<file path="src/rtl/dac_tx_pkg.sv">
// Shared definitions for the MCP4921-style serial DAC transmitter:
// frame geometry, command-nibble layout and FSM state encoding.
package dac_tx_pkg;

  // One SPI command frame: 4-bit config nibble followed by a 12-bit sample.
  localparam int FRAME_W = 16;

  // Command nibble bit positions within the 16-bit frame.
  localparam int CFG_AB_BIT   = 15;  // 0 = DAC A
  localparam int CFG_BUF_BIT  = 14;  // 0 = unbuffered Vref
  localparam int CFG_GA_BIT   = 13;  // 1 = 1x gain
  localparam int CFG_SHDN_BIT = 12;  // 1 = output active

  // Default nibble: DAC A, unbuffered, 1x gain, active.
  localparam logic [3:0] CFG_DEFAULT = 4'b0011;

  // FSM state encoding.
  localparam int         STATE_W  = 3;
  localparam logic [2:0] ST_IDLE  = 3'd0;
  localparam logic [2:0] ST_SHIFT = 3'd1;
  localparam logic [2:0] ST_HOLD  = 3'd2;
  localparam logic [2:0] ST_LATCH = 3'd3;
  localparam logic [2:0] ST_GAP   = 3'd4;

endpackage

</file>
<file path="src/rtl/dac_tx.sv">
// Serial DAC transmitter: accepts one sample per valid/ready handshake,
// shifts {CFG, data} MSB-first in SPI mode 0, then strobes LDAC low so the
// DAC output updates synchronously. All outputs come straight from flops.
module dac_tx
  import dac_tx_pkg::*;
#(
  parameter int         DATA_W   = 12,
  parameter logic [3:0] CFG      = CFG_DEFAULT,
  parameter int         SCK_HALF = 5
) (
  input  logic              clk,
  input  logic              resetn,
  input  logic [DATA_W-1:0] data,
  input  logic              valid,
  output logic              ready,
  output logic              done,
  output logic              dac_clk,
  output logic              dac_cs,
  output logic              dac_sdi,
  output logic              dac_ldac
);

  localparam int              HC_W    = $clog2(SCK_HALF) + 1;
  localparam logic [HC_W-1:0] HC_LAST = HC_W'(SCK_HALF - 1);

  logic [STATE_W-1:0] state, state_next;
  logic [HC_W-1:0]    hc, hc_next;
  logic [3:0]         bc, bc_next;
  logic [FRAME_W-1:0] sr, sr_next;
  logic [FRAME_W-1:0] frame;
  logic               ready_next, done_next, clk_next, cs_next, ldac_next;
  logic               phase_end;

  assign frame     = {CFG, data};
  assign phase_end = (hc == HC_LAST);

  // The DAC samples the MSB of the shift register; shifting left while
  // dac_clk is low presents the next bit well before the next rising edge.
  assign dac_sdi = sr[FRAME_W-1];

  // Next-state and next-output logic for the whole frame sequence.
  always_comb begin
    state_next = state;
    hc_next    = hc;
    bc_next    = bc;
    sr_next    = sr;
    ready_next = ready;
    clk_next   = dac_clk;
    cs_next    = dac_cs;
    ldac_next  = dac_ldac;

    case (state)
      ST_IDLE: begin
        if (valid && ready) begin
          sr_next    = frame;
          cs_next    = 1'b0;
          clk_next   = 1'b0;
          bc_next    = 4'd0;
          hc_next    = '0;
          ready_next = 1'b0;
          state_next = ST_SHIFT;
        end
      end

      ST_SHIFT: begin
        if (!phase_end) begin
          hc_next = hc + 1'b1;
        end else begin
          hc_next = '0;
          if (!dac_clk) begin
            clk_next = 1'b1;
          end else begin
            clk_next = 1'b0;
            if (bc != 4'd15) begin
              sr_next = {sr[FRAME_W-2:0], 1'b0};
              bc_next = bc + 4'd1;
            end else begin
              state_next = ST_HOLD;
            end
          end
        end
      end

      // Keep CS low for one more half period after the last falling edge.
      ST_HOLD: begin
        if (!phase_end) begin
          hc_next = hc + 1'b1;
        end else begin
          hc_next    = '0;
          cs_next    = 1'b1;
          ldac_next  = 1'b0;
          sr_next    = '0;
          state_next = ST_LATCH;
        end
      end

      ST_LATCH: begin
        if (!phase_end) begin
          hc_next = hc + 1'b1;
        end else begin
          hc_next    = '0;
          ldac_next  = 1'b1;
          state_next = ST_GAP;
        end
      end

      ST_GAP: begin
        if (!phase_end) begin
          hc_next = hc + 1'b1;
        end else begin
          hc_next    = '0;
          ready_next = 1'b1;
          state_next = ST_IDLE;
        end
      end

      default: begin
        state_next = ST_IDLE;
        hc_next    = '0;
        ready_next = 1'b1;
        clk_next   = 1'b0;
        cs_next    = 1'b1;
        ldac_next  = 1'b1;
        sr_next    = '0;
      end
    endcase

    // done marks the final LDAC-low cycle; looking at the next state keeps
    // this correct even when LATCH is a single cycle (SCK_HALF = 1).
    done_next = (state_next == ST_LATCH) && (hc_next == HC_LAST);
  end

  // State, counters, shift register and registered outputs.
  always_ff @(posedge clk or negedge resetn) begin
    if (!resetn) begin
      state    <= ST_IDLE;
      hc       <= '0;
      bc       <= 4'd0;
      sr       <= '0;
      ready    <= 1'b1;
      done     <= 1'b0;
      dac_clk  <= 1'b0;
      dac_cs   <= 1'b1;
      dac_ldac <= 1'b1;
    end else begin
      state    <= state_next;
      hc       <= hc_next;
      bc       <= bc_next;
      sr       <= sr_next;
      ready    <= ready_next;
      done     <= done_next;
      dac_clk  <= clk_next;
      dac_cs   <= cs_next;
      dac_ldac <= ldac_next;
    end
  end

endmodule

</file>
<file path="config.mk">
export PLATFORM = sky130hd
export DESIGN_NAME = dac_tx
export DESIGN_NICKNAME = d
export VERILOG_FILES = /design/src/rtl/dac_tx_pkg.sv /design/src/rtl/dac_tx.sv
export SDC_FILE = /design/constraint.sdc
export NUM_CORES = 1
export LEC_CHECK = 0
export CORE_AREA = 3 3 62 64
export CTS_CLUSTER_SIZE = 10
export DETAILED_ROUTE_END_ITERATION = 10
export DIE_AREA = 0 0 65 67
export MAX_ROUTING_LAYER = met4
export PLACE_DENSITY = 0.76
export REMOVE_ABC_BUFFERS = 1
export SKIP_LAST_GASP = 1
export SLEW_MARGIN = 10
export SYNTH_ARGS = -nofsm -noshare
export SYNTH_HDL_FRONTEND = slang
export SYNTH_SLANG_ARGS = --single-unit
</file>
<file path="constraint.sdc">
create_clock -name clk -period 2.55 [get_ports clk]
set_input_delay 0.51 -clock clk [delete_from_list [all_inputs] [get_ports clk]]
set_output_delay 0.51 -clock clk [all_outputs]
set_load 0.05 [all_outputs]
</file>
==> impl_metrics.json, run 1 <==
{
  "fin_ws_ps": 273,
  "path_buf_inv": 1,
  "hold_viol": 0,
  "tightest_slew_ps": 675,
  "internal_power_mw": 1.36,
  "grtUsageTotal": 0.192,
  "grt_pass1_vias": 1364,
  "arrival_ps": 1770,
  "fill_cells": 283,
  "wirelength_mm": 3.72,
  "drive_above_1_share": 0.220,
  "num_antenna_cells": 0,
  "hpwl_mm": 2.65,
  "dpl_worst_slack_ps": 160,
  "grt_pass1_wl_mm": 6.25,
  "layout.area.seq_sq_um": 805,
  "cts_buffers": 5,
  "fmax_mhz": 439,
  "finalSetupTns_ps": 0,
  "cp.required_ps": 2040,
  "vias": 1400,
  "async_reset_ff_frac": 1.00,
  "clk_pin_slew_ps": 110,
  "clockBufferDepth": 2,
  "fp.dieH_microns": 67,
  "avgSynthCellArea_sq_um": 11.2,
  "p_seq_frac": 0.422,
  "synthCells": 163,
  "drtIter0Drc": 97,
  "synth_cell_types": 53,
  "hp-class": "reg2reg",
  "cts_resized": 0,
  "tritoncts": "yes",
  "die_area_sq_um": 4360,
  "hold_buffers": 0,
  "syn-cell-area_sq_um": 1830,
  "final_nets": 203,
  "slowest_delay_ps": 820,
  "combPwrFrac": 0.362,
  "postRouteAntennaNets": 0,
  "yosysSeqAreaShare": 0.441,
  "worst_path_max_delay_cell": "clkdlybuf4s50_1",
  "row_count": 21,
  "final_util": 0.639,
  "core-area_sq_um": 3340,
  "die_x_microns": 65,
  "ioPinCount": 21,
  "placed_cell_area_sq_um": 2040,
  "cts-root-buf": "clkbuf_4",
  "cap_violations": 0,
  "switching_share": 0.323,
  "ys_ff_latch": 32,
  "yosysWarnings": 0,
  "crit_family": "buffers and inverters",
  "grt_max_degree": 22,
  "grt_overflow": 0,
  "fin_skew_ps": 18.6,
  "gp_congestion": 0.834,
  "finalSetupViolCount": 0,
  "cts_setup_buffers": 0,
  "cts.sinks": 32,
  "antenna_found_initial": 0,
  "start_kind": "flop",
  "stdcell_area_sq_um": 2130,
  "drc": 0,
  "clk_latency_ps": 340,
  "synth_edf_count": 0,
  "slew_headroom": 0.550,
  "hold_ws_ps": 509,
  "initial_utilization": 0.547,
  "power_density_nw_per_um2": 941,
  "area_delta_synth_final_pct": 16.8,
  "crit_type": "reg2out",
  "min_period_ps": 2280,
  "cellLeakagePower_nw": 0.917,
  "htreeDepth": 2,
  "worstPathCellList": "clkdlybuf4s50_1",
  "synthFlopType": "dfrtp_1",
  "crit_path_end_kind": "output pin",
  "viasPerCell": 6.03,
  "ir_drop_uv": 436,
  "period_share": 0.893,
  "drv_slew": 0,
  "rsz0062_at_grt": "no",
  "wire_per_inst_microns": 16.0,
  "switching_power_mw": 0.649,
  "firstDrtPassIters": 4,
  "cp_max_fo": 5,
  "clock_power_share": 0.216,
  "status": "complete, no violations",
  "portBuffers": 20,
  "multi_input_area_sq_um": 895
}
[metal layers]
metal,GRT usage,wire length (microns),up-vias
met5,-,0,-
met4,0.0818,65,0
met3,0.0523,154,10
met2,0.294,1820,37
met1,0.241,1680,702
li1,-,-,651
[final cells by class]
type,instances,area share
multi-input combinational,112,0.420
sequential,32,0.377
timing repair buffer,24,0.114
clock buffer,7,0.0305
tap,46,0.0270
inverter,10,0.0176
clock inverter,1,0.0141
[cell families after synthesis]
group	count (synthesis)	share of synthesized area
AO/OA/AOI/OAI	48	0.208
flip-flops	32	0.441
AND/OR/NAND/NOR	45	0.155
multiplexers	16	0.107
buffers and inverters	19	0.0692
adder cells (fa/ha/maj)	3	0.0206
[flip-flops by register name, indices dropped and copies added (netlist names)]
name      count
ready         1
bc            4
dac_cs        1
dac_clk       1
hc            4
dac_ldac      1
done          1
state         3
sr           16
[power groups by stage]
| stage | Combinational (mW) | Clock (mW) | Sequential (mW) |
|---|---|---|---|
| 3_3_place_gp | 0.681 | 0 | 0.834 |
| 6_report | 0.726 | 0.434 | 0.846 |
| 4_1_cts | 0.727 | 0.444 | 0.843 |
| 3_5_place_dp | 0.725 | 0 | 0.849 |
| 2_1_floorplan | 0.491 | 0 | 0.870 |
| 5_1_grt | 0.789 | 0.466 | 0.872 |
[final timing paths]
check	to	from	slack, ps	cells past startpoint
setup / recovery	ready	ready	270	1
hold / removal	sr[14]	sr[13]	510	1
setup reg to reg	bc[3]	hc[0]	330	7
hold reg to reg	sr[14]	sr[13]	510	1
max in group asynchronous	sr[7]	resetn	1450	2
min in group asynchronous	dac_clk	resetn	560	1
[cell usage after synthesis, types with 2 or more instances]
master	number	area, sq um
inv_1	10	37.5
nor2_1	10	37.5
or4_1	2	15.0
dfrtp_1	29	726
buf_2	3	15.0
dfstp_2	3	78.8
mux2i_1	3	30.0
ha_1	3	37.5
o2bb2ai_1	4	35.0
mux2_2	8	90.1
buf_6	2	22.5
o22ai_1	3	18.8
clkbuf_8	2	27.5
nor2b_1	2	12.5
nand2b_1	3	18.8
or2_2	3	18.8
nand3_1	3	15.0
mux2_4	5	75.1
nand2_1	6	22.5
o21ai_0	7	35.0
a21oi_1	8	40.0
nor4_1	2	12.5
a22o_1	12	105
[per-stage QoR]
step                total power, mW  instances
floorplan                      1.36        154
global placement               1.51        224
detailed placement             1.57        224
CTS                            2.01        232
global route                   2.13        232
finish                         2.01        232
[cell usage in the layout (no fill, tap or decap), drive strengths merged, types with 6 or more instances in the layout]
| cell | n |
|---|---|
| clkbuf | 7 |
| nor2 | 10 |
| a22o | 12 |
| o21ai | 7 |
| clkdlybuf4s50 | 20 |
| nand2 | 6 |
| inv | 10 |
| mux2 | 13 |
| a21oi | 8 |
| dfrtp | 29 |
Power figures use the tool's default switching activity.
==> inputs of run 2 (changes only) <==
--- a/config.mk
+++ b/config.mk
@@ -5,12 +5,13 @@
 export SDC_FILE = /design/constraint.sdc
 export NUM_CORES = 1
 export LEC_CHECK = 0
-export CORE_AREA = 3 3 62 64
+export CORE_AREA = 3 3 59 61
 export CTS_CLUSTER_SIZE = 10
 export DETAILED_ROUTE_END_ITERATION = 10
-export DIE_AREA = 0 0 65 67
+export DIE_AREA = 0 0 62 64
+export DONT_BUFFER_PORTS = 1
 export MAX_ROUTING_LAYER = met4
-export PLACE_DENSITY = 0.76
+export PLACE_DENSITY = 0.75
 export REMOVE_ABC_BUFFERS = 1
 export SKIP_LAST_GASP = 1
 export SLEW_MARGIN = 10
==> run 2 against run 1 <==
  * Global-route usage rose by 1.1 points
  * Combinational power is 13% lower
  * Routed wire length decreased by 8.5%
  * Clock skew down 2.9 ps
  * Count of clock-buffer cells in the layout fell by 1
  * Sequential power up 3.8%
  * Utilization grew 0.12 points
  * Die area down 8.9%
  * Total power fell by 5.9%
  * Worst setup slack improved by 290 ps
  * Hold slack lost 200 ps
  * Register-to-register slack improved by 230 ps
  * Critical endpoint is now sr[5]
==> impl_metrics.json, run 2 (same netlist as run 1, synthesis figures left out) <==
{
  "hold_viol": 0,
  "cellLeakagePower_nw": 0.844,
  "grt_overflow": 0,
  "drive_above_1_share": 0.243,
  "final_nets": 186,
  "hold_buffers": 2,
  "firstDrtPassIters": 4,
  "fmax_mhz": 503,
  "largest_reg_flops": 16,
  "vias": 1260,
  "worstPathCellList": "inv_1, ha_1, and3b_1, and3_4, o221a_4, mux2_2",
  "hp-class": "in2reg",
  "grt_max_degree": 32,
  "grt_pass1_vias": 1264,
  "wire_per_inst_microns": 16.0,
  "ir_drop_uv": 517,
  "finalSetupViolCount": 0,
  "fp.dieH_microns": 64,
  "clockBufferDepth": 2,
  "cp_max_fo": 16,
  "use_met1": 0.256,
  "drv_slew": 0,
  "worst_path_max_delay_cell": "dfrtp_1",
  "fin_skew_ps": 15.7,
  "arrival_ps": 2220,
  "start_kind": "flop",
  "fin_ws_ps": 560,
  "die_area_sq_um": 3970,
  "clk_pin_slew_ps": 100,
  "hpwl_mm": 2.41,
  "fill_cells": 257,
  "final_cell_mix": "dfrtp_1, a22o_1, inv_1, nor2_1",
  "top_regs": "sr x16, bc x4, hc x4",
  "top_usage_layer": "met2",
  "tritoncts": "yes",
  "path_buf_inv": 1,
  "crit_family": "flip-flops",
  "portBuffers": 0,
  "htreeDepth": 2,
  "initial_utilization": 0.603,
  "hold_ws_ps": 313,
  "postRouteAntennaNets": 0,
  "clk_latency_ps": 330,
  "core-area_sq_um": 3030,
  "gp_congestion": 0.815,
  "cts-root-buf": "clkbuf_4",
  "grt_pass1_wl_mm": 5.83,
  "status": "complete, no violations",
  "slowest_delay_ps": 450,
  "rsz0062_at_grt": "no",
  "slew_headroom": 0.565,
  "ioPinCount": 21,
  "finalSetupTns_ps": 0,
  "min_period_ps": 1990,
  "largest_register": "sr",
  "num_antenna_cells": 0,
  "drtIter0Drc": 93,
  "cts_buffers": 5,
  "crit_path_end_kind": "flop",
  "drc": 0,
  "cts.sinks": 32,
  "antenna_found_initial": 0,
  "met2_usage": 0.308,
  "layout_commonest_cell": "dfrtp_1",
  "wirelength_mm": 3.40,
  "area_delta_synth_final_pct": 6.17,
  "final_util": 0.640,
  "power_density_nw_per_um2": 974,
  "cp.required_ps": 2780,
  "tightest_slew_ps": 652,
  "grtUsageTotal": 0.203,
  "viasPerCell": 5.92,
  "die_x_microns": 62,
  "crit_type": "reg2reg",
  "cap_violations": 0,
  "cts_resized": 0,
  "dpl_worst_slack_ps": 550,
  "met3_usage": 0.0687,
  "cts_setup_buffers": 0,
  "row_count": 20,
  "period_share": 0.780
}
==> run 2: final timing paths <==
kind                          from  endpoint  slack [ps]  cells after the start
min in group asynchronous   resetn  dac_ldac         590                      1
max in group asynchronous   resetn    dac_cs        1710                      2
hold / removal             data[0]     sr[0]         310                      2
setup reg to reg             hc[0]     sr[5]         560                      6
hold reg to reg             sr[13]    sr[14]         500                      1
setup / recovery             hc[0]     sr[5]         560                      6
==> run 2: cell type report <==
cell class,instances,area [sq um],area share
sequential,32,805,0.415
clock buffer,6,41.3,0.0213
tap,44,55.1,0.0284
inverter,10,37.5,0.0194
clock inverter,2,35.0,0.0181
timing repair buffer,7,70.1,0.0362
multi-input combinational,112,895,0.462
==> run 2: per-layer routing <==
| layer | share of wire | vias to the layer above |
|---|---|---|
| met5 | 0 | - |
| met3 | 0.037 | 4 |
| met1 | 0.45 | 620 |
| met4 | 0.0038 | 0 |
| li1 | - | 614 |
| met2 | 0.51 | 22 |
==> run 2: report_power, final <==
group	internal, mW	leakage (nW)	switching, mW
clock network	0.206	0.0422	0.172
registers	0.690	0.395	0.188
logic	0.369	0.407	0.263
==> run 2: worst register-to-register path: cells and delay by family, from the launching register on <==
family	cells	cell delay (ps)
multiplexers	1	380
flip-flops	1	450
AND/OR/NAND/NOR	2	430
adder cells (fa/ha/maj)	1	200
AO/OA/AOI/OAI	1	350
buffers and inverters	1	80
==> run 2: through the flow <==
| stage | std cells | power, mW | instance area [sq um] |
|---|---|---|---|
| 6_report | 213 | 1.89 | 1940 |
| 5_1_grt | 213 | 2.03 | 1940 |
| 4_1_cts | 212 | 1.90 | 1930 |
| 3_5_place_dp | 202 | 1.50 | 1820 |
| 3_3_place_gp | 202 | 1.46 | 1820 |
| 2_1_floorplan | 154 | 1.36 | 1740 |
==> inputs of run 3 (changes only) <==
--- a/config.mk
+++ b/config.mk
@@ -5,13 +5,13 @@
 export SDC_FILE = /design/constraint.sdc
 export NUM_CORES = 1
 export LEC_CHECK = 0
-export CORE_AREA = 3 3 59 61
+export CORE_AREA = 3 3 62 64
 export CTS_CLUSTER_SIZE = 10
 export DETAILED_ROUTE_END_ITERATION = 10
-export DIE_AREA = 0 0 62 64
+export DIE_AREA = 0 0 65 67
 export DONT_BUFFER_PORTS = 1
 export MAX_ROUTING_LAYER = met4
-export PLACE_DENSITY = 0.75
+export PLACE_DENSITY = 0.71
 export REMOVE_ABC_BUFFERS = 1
 export SKIP_LAST_GASP = 1
 export SLEW_MARGIN = 10
==> constraint.sdc (replaced) <==
create_clock -name clk -period 1.7 [get_ports clk]
set_input_delay 0.34 -clock clk [delete_from_list [all_inputs] [get_ports clk]]
set_output_delay 0.34 -clock clk [all_outputs]
set_load 0.05 [all_outputs]
==> run 3 against run 2 <==
  * The run now ends with negative setup slack left
  * Maximum frequency rose by 11%
  * Global-route usage rose by 1.2 points
  * Routed wire length rose by 25%
  * Clock power rose by 53%
  * First-iteration DRC count fell by 4.3%
  * Combinational power rose by 120%
  * Hold slack got worse by 170 ps
  * Cell count rose by 12%
  * Total power rose by 69%
  * Count of clock-buffer cells in the layout did not move
  * Critical path depth did not move
  * Largest power group is now combinational logic
==> impl_metrics.json, run 3 (same netlist as run 1, synthesis figures left out) <==
{
  "status": "finished with violations",
  "violations": "negative setup slack",
  "cap_violations": 0,
  "clk_pin_slew_ps": 100,
  "crit_type": "reg2reg",
  "num_antenna_cells": 0,
  "grt_pass1_wl_mm": 6.85,
  "hpwl_mm": 2.89,
  "largest_register": "sr",
  "antenna_found_initial": 0,
  "worst-r2r-setup-slack_ps": -90,
  "htreeDepth": 2,
  "fp.dieH_microns": 67,
  "ir_drop_uv": 712,
  "cts.sinks": 32,
  "final_nets": 210,
  "grt_pass1_vias": 1411,
  "hold_viol": 0,
  "row_count": 21,
  "final_cell_mix": "dfrtp_1, buf_4, a22o_1, nor2_1, mux2_4",
  "wire_per_inst_microns": 17.8,
  "crit_path_end_kind": "flop",
  "fin_ws_ps": -87.7,
  "viasPerCell": 6.00,
  "drc": 0,
  "dpl.cell_count": 227,
  "rsz0062_at_grt": "yes",
  "tritoncts": "yes",
  "clk_latency_ps": 340,
  "fin_skew_ps": 8.40,
  "initial_utilization": 0.547,
  "min_period_ps": 1790,
  "clockBufferDepth": 2,
  "ioPinCount": 21,
  "fmax_mhz": 559,
  "period_share": 1.05,
  "finalPower_mw": 3.20,
  "top_regs": "sr x16, bc x4, hc x4",
  "drive_above_1_share": 0.420,
  "cp.required_ps": 1930,
  "gp_congestion": 0.900,
  "grt_max_degree": 33,
  "postRouteAntennaNets": 0,
  "tightest_slew_ps": 464,
  "finalSetupViolCount": 15,
  "die_area_sq_um": 4360,
  "slew_headroom": 0.691,
  "arrival_ps": 2020,
  "dpl_worst_slack_ps": -111,
  "grt_overflow": 0,
  "cts_buffers": 5,
  "firstDrtPassIters": 5,
  "vias": 1433,
  "grtUsageTotal": 0.216,
  "power_density_nw_per_um2": 1430,
  "cp_max_fo": 7,
  "portBuffers": 0,
  "cellLeakagePower_nw": 0.986,
  "hp-class": "in2reg",
  "area_delta_synth_final_pct": 22.3,
  "die_x_microns": 65,
  "drv_slew": 0,
  "instances_no_fill": 239,
  "finalSetupTns_ps": -679,
  "largest_reg_flops": 16,
  "start_kind": "flop",
  "wirelength_mm": 4.26,
  "core-area_sq_um": 3340,
  "hold_ws_ps": 139,
  "drtIter0Drc": 89,
  "cts-root-buf": "clkbuf_4"
}
run 3: final timing paths:
check	start	to	cells after the start
max	hc[1]	sr[2]	6
min	data[0]	sr[0]	2
max reg2reg	hc[1]	sr[2]	6
min reg2reg	sr[13]	sr[14]	1
max in group asynchronous	resetn	dac_ldac	2
min in group asynchronous	resetn	bc[3]	2
run 3: layer usage:
| layer | vias up | global-route usage | part of all wire | routed length, microns |
|---|---|---|---|---|
| met5 | - | - | 0 | 0 |
| met4 | 0 | 0.103 | 0.023 | 98 |
| met1 | 722 | 0.256 | 0.43 | 1820 |
| met3 | 10 | 0.0556 | 0.037 | 157 |
| li1 | 665 | - | - | - |
| met2 | 36 | 0.342 | 0.51 | 2180 |
run 3: through the flow:
step                       util  cell area [sq um]
after floorplan               -               1740
final                     0.669               2230
after CTS                 0.653               2180
after detailed placement  0.598               2000
after global routing      0.669               2230
after global placement    0.598               2000
run 3: report_power, final:
part / switching, mW / internal, mW
sequential: 0.224 / 1.04
clock: 0.268 / 0.308
combinational: 0.574 / 0.787
total: 1.07 / 2.13
run 3: timing repair:
action | 4_1_cts | 5_1_grt
buffers inserted | 1 | 0
hold endpoints to repair | 32 | 0
cloned | 1 | 0
hold buffers | 2 | 0
endpoints found under the setup margin | 18 | 24
gates resized for setup | 12 | 14
pin swaps | 3 | 1
run 3: final cells by class:
class                           count  area, sq um
Inverter                           10         37.5
Fill cell                         266         1100
Tap cell                           46         57.6
Sequential cell                    32          808
Multi-Input combinational cell    113         1000
Timing Repair Buffer               30          248
Clock buffer                        6         41.3
Clock inverter                      2         35.0
run 3: worst max-delay path: stages, from the launching register on:
cell and delay [ps]:
dfrtp_1 410, inv_2 80, ha_4 130, and3b_2 230, and3_4 220, o221a_4 270, mux2_2 350
